**src/rtl/handshake_eager_fork_pkg.sv**
```systemverilog
`default_nettype none
// ============================================================================
// Module      : handshake_eager_fork_pkg
// Description : Shared handshake constants (default fork width and data width)
// Revision    : 1.0 - initial release
// ============================================================================
package handshake_eager_fork_pkg;

    // Default number of output channels of the eager fork
    localparam int HS_DEFAULT_SIZE      = 2;
    // Default token data width in bits
    localparam int HS_DEFAULT_DATA_TYPE = 32;

endpackage : handshake_eager_fork_pkg
`default_nettype wire

```
**src/rtl/handshake_eager_fork_register_block.sv**
```systemverilog
`default_nettype none
// ============================================================================
// Module      : eager_fork_register_block
// Description : Per-channel state of the eager fork. Holds the "already
//               accepted current token" bit for one output channel.
// Revision    : 1.0 - initial release
// ============================================================================
module eager_fork_register_block (
    input  logic clk,
    input  logic rst,            // synchronous, active-low
    input  logic ins_valid,
    input  logic outs_ready,
    input  logic ins_transfer,   // whole token consumed upstream this cycle
    output logic outs_valid,
    output logic done_or_ready
);

    logic done_q;
    logic done_d;

    // Clear on a completed input transfer, otherwise latch a channel transfer
    always_comb begin
        done_d = done_q;
        if (ins_transfer) begin
            done_d = 1'b0;
        end else if (outs_valid && outs_ready) begin
            done_d = 1'b1;
        end
    end

    // Done-bit register; reset drops any partial delivery
    always_ff @(posedge clk) begin
        if (!rst) begin
            done_q <= 1'b0;
        end else begin
            done_q <= done_d;
        end
    end

    // Offer the token only while this channel has not taken it; silent in reset
    assign outs_valid    = rst & ins_valid & ~done_q;
    assign done_or_ready = done_q | outs_ready;

endmodule : eager_fork_register_block
`default_nettype wire

```
**src/rtl/handshake_eager_fork.sv**
```systemverilog
`default_nettype none
// ============================================================================
// Module      : handshake_eager_fork
// Description : Eager fork. Replicates each input token to SIZE outputs; each
//               output completes independently, the input is released once
//               every output has accepted the token.
// Revision    : 1.0 - initial release
// ============================================================================
module handshake_eager_fork
    import handshake_eager_fork_pkg::*;
#(
    parameter int SIZE      = HS_DEFAULT_SIZE,
    parameter int DATA_TYPE = HS_DEFAULT_DATA_TYPE
) (
    input  logic                      clk,
    input  logic                      rst,
    input  logic [DATA_TYPE-1:0]      ins,
    input  logic                      ins_valid,
    output logic                      ins_ready,
    output logic [SIZE*DATA_TYPE-1:0] outs,
    output logic [SIZE-1:0]           outs_valid,
    input  logic [SIZE-1:0]           outs_ready
);

    logic [SIZE-1:0] done_or_ready;
    logic            ins_transfer;

    // Input is consumed only when every channel has taken or is taking the token
    assign ins_ready    = rst & (&done_or_ready);
    assign ins_transfer = ins_valid & ins_ready;

    genvar gi;
    generate
        for (gi = 0; gi < SIZE; gi++) begin : g_channel
            // Zero-latency data fan-out
            assign outs[gi*DATA_TYPE +: DATA_TYPE] = ins;

            eager_fork_register_block u_reg (
                .clk           (clk),
                .rst           (rst),
                .ins_valid     (ins_valid),
                .outs_ready    (outs_ready[gi]),
                .ins_transfer  (ins_transfer),
                .outs_valid    (outs_valid[gi]),
                .done_or_ready (done_or_ready[gi])
            );
        end
    endgenerate

endmodule : handshake_eager_fork
`default_nettype wire
```
**config.mk**
```make
export PLATFORM = sky130hd
export DESIGN_NAME = handshake_eager_fork
export DESIGN_NICKNAME = d
export VERILOG_FILES = /design/src/rtl/handshake_eager_fork_pkg.sv /design/src/rtl/handshake_eager_fork_register_block.sv /design/src/rtl/handshake_eager_fork.sv
export SDC_FILE = /design/constraint.sdc
export NUM_CORES = 1
export LEC_CHECK = 0
export BUFFER_PORTS_ARGS = -buffer_cell sky130_fd_sc_hd__buf_2
export CAP_MARGIN = 20
export CORE_MARGIN = 4
export CORE_UTILIZATION = 29
export DETAILED_ROUTE_END_ITERATION = 10
export PLACE_DENSITY = 0.86
export SLEW_MARGIN = 10
export SYNTH_ARGS = -nofsm -noshare
export SYNTH_HDL_FRONTEND = slang
export SYNTH_SLANG_ARGS = --single-unit
```
**constraint.sdc**
```tcl
create_clock -name clk -period 1.8 [get_ports clk]
set_clock_uncertainty 0.2 [all_clocks]
set_input_delay 0.54 -clock clk [delete_from_list [all_inputs] [get_ports clk]]
set_output_delay 0.54 -clock clk [all_outputs]
set_load 0.02 [all_outputs]
```
==> results.py <==
metrics = {
    "layout": {
        "regMostFlops": "g_channel.u_reg.done_q",
        "fin_cells": 50,
        "mostFrequentLayoutCell": "buf_2",
        "largest_reg_flops": 2,
        "n_antenna_cell": 0,
        "drive_above_1_share_pct": 56.5,
        "top_regs": "g_channel.u_reg.done_q (2)",
        "area_growth_pct": -65.3,
        "finalNetCount": 62,
        "layout_common_cells": "buf_2, clkbuf_4, buf_4",
        "fin_util_pct": 10.5,
    },
    "sta": {
        "hold_violations": 0,
        "finalCriticalPeriod_ns": 1.78,
        "max_freq_mhz": 560,
        "worst_slew_pin_slew_ns": 0.131,
        "setup-violations-final": 0,
        "slew_headroom_pct": 91.2,
        "hold_ws_ns": 0.415,
        "post-route-period-util_pct": 99.2,
        "rsz0062_at_grt": "yes",
        "report.final.slew_viol_count": 0,
    },
    "clocking": {
        "cts.clk_slew.worst_paths_ns": 0.03,
        "tritoncts": "done",
        "numCtsBuffers": 3,
        "cts_max_path_buffers": 2,
        "htreeDepth": 1,
        "insertion_delay_ns": 0.22,
        "cts.sinks": 2,
        "ctsRootBufferMaster": "clkbuf_4",
    },
    "critical_path": {
        "cp_common_cell": "buf_2",
        "worstPathCellList": "buf_2, o221a_2, buf_2",
        "reg2reg_slack_ns": 0.85,
        "crit_arrival_ns": 1.04,
        "critical_path_required_ns": 1.06,
        "r2r_cells": 2,
        "max_stage_delay_ns": 0.25,
        "critPathMaxFanout": 2,
        "endpoint_kind": "primary output",
        "worstSetupPathType": "input pin to primary output",
        "worst_r2r_startpoint": "g_channel[1].u_reg.done_q",
        "regToRegEndpoint": "g_channel[0].u_reg.done_q",
        "cp_slowest_cell": "o221a_2",
        "cp-start-kind": "input pin",
    },
    "logic_synthesis": {
        "syn_nets": 115,
        "netlist_instances": 78,
        "synth.area.top_cells": "buf_4, dfxtp_1, and3b_1, o221a_2, a21oi_1",
        "synth_area_per_cell_sq_um": 7.64,
        "syn-cell-area_sq_um": 596,
        "ys_seq_area_share_pct": 6.72,
        "synth.distinct_cells": 8,
        "yosysTopAreaCellShare_pct": 83.2,
        "synth_seq_cells": 2,
        "yosysTopAreaCell": "buf_4",
        "ys_warn_count": 0,
    },
    "global_route": {
        "grt_pass1_wl_microns": 945,
        "grt_pass1_vias": 218,
        "grt_use_total_pct": 5.33,
        "grt_overflow": 0,
        "antenna_found_initial": 0,
        "grt_start_max_net_pins": 6,
    },
    "pwr": {
        "p_seq_share_pct": 28.5,
        "power_frac_comb_pct": 16.5,
        "p_int_mw": 0.135,
        "clock_power_share_pct": 55.0,
        "swShare_pct": 23.0,
        "p_total_mw": 0.175,
        "p_sw_mw": 0.0403,
        "irDropWorstVdd_uv": 97.2,
        "leakage_nw": 0.0979,
        "power_density_nw_per_um2": 849,
    },
    "die": {
        "io_pins": 104,
        "die_area_sq_um": 2840,
        "row_count": 16,
        "die_x_microns": 53.3,
        "core_area_sq_um": 1960,
        "dieHeight_microns": 53.3,
        "start_util_pct": 30.4,
    },
    "worst_hold_path": {
        "min_path_cells": 2,
        "whs_endpoint": "g_channel[1].u_reg.done_q",
        "worstHoldPathType": "input pin to register",
        "min_from": "rst",
    },
    "run": {
        "maxCapViolations": 0,
    },
    "run_status": {
        "status": "finished, final reports clean",
    },
    "routing": {
        "via_count": 187,
        "routed_wl_microns": 690,
        "firstDrtPassIters": 2,
        "drtAntennaViolNets": 0,
        "dr.first_iter.drc_count": 5,
        "drc": 0,
        "wire_per_inst_microns": 13.8,
        "via_per_inst": 3.74,
    },
    "place": {
        "gp_congestion": 0.812,
        "place_inst": 47,
        "portBuffers": 7,
    },
}
how the worst max path moves through the flow:
stage / start / to / slack (ns)
floorplan: outs_ready[0] / ins_ready / 0.22
finish: outs_ready[0] / ins_ready / 0.02
global route: ins_valid / outs_valid[0] / -0.04
global placement: outs_ready[0] / ins_ready / 0.02
CTS: outs_ready[0] / ins_ready / 0.01
detailed placement: outs_ready[0] / ins_ready / 0.01
power by group through the flow:
stage          combinational (mW)  sequential (mW)  clock (mW)
2_1_floorplan               0.225           0.0496           0
3_3_place_gp               0.0254           0.0502           0
3_5_place_dp               0.0269           0.0502           0
4_1_cts                    0.0269           0.0497       0.102
5_1_grt                    0.0315           0.0504       0.112
6_report                   0.0289           0.0500      0.0963
timing repair:
item / 4_1_cts / 5_1_grt
gates resized for setup: 0 / 3
hold buffers: 0 / 0
setup endpoints to repair: 0 / 2
setup buffers: 0 / 0
critical path: cells and delay by family:
kind / cells / cell delay, ns
AO/OA/AOI/OAI: 1 / 0.25
buffers and inverters: 2 / 0.25
synthesized netlist by cell type:
cell and instances:
buf_4 66, a21oi_1 2, and3b_1 2, dfxtp_1 2
nor2_1 2, o21ai_0 2, nand2_1 1, o221a_2 1
cell families after synthesis:
family	Yosys count	share of synthesized area [%]
buf+inv	66	83.2
simple gates	5	4.83
compound gates	5	5.25
flops	2	6.72
routing by layer:
layer / wire, microns / global-route usage [%] / vias to the layer above / part of all wire [%]
met4: 173 / 17.4 / 0 / 25
li1: - / - / 67 / -
met3: 136 / 4.51 / 32 / 20
met5: 0 / 0 / - / 0
met2: 257 / 5.31 / 17 / 37
met1: 123 / 1.49 / 71 / 18
cell type report:
type | count | area [sq um]
Multi-Input combinational cell | 10 | 62.6
Fill cell | 244 | 1760
Sequential cell | 2 | 40.0
Clock buffer | 3 | 22.5
Timing Repair Buffer | 8 | 47.5
Tap cell | 27 | 33.8
per-stage QoR:
stage | setup TNS (ns) | worst slack [ns] | area (sq um)
global route | -0.0367 | -0.0367 | 206
finish | 0 | 0.0151 | 206
global placement | 0 | 0.0162 | 176
detailed placement | 0 | 0.0126 | 176
floorplan | 0 | 0.218 | 596
CTS | 0 | 0.0126 | 199
Note: power is estimated with default switching activity, not from simulation.
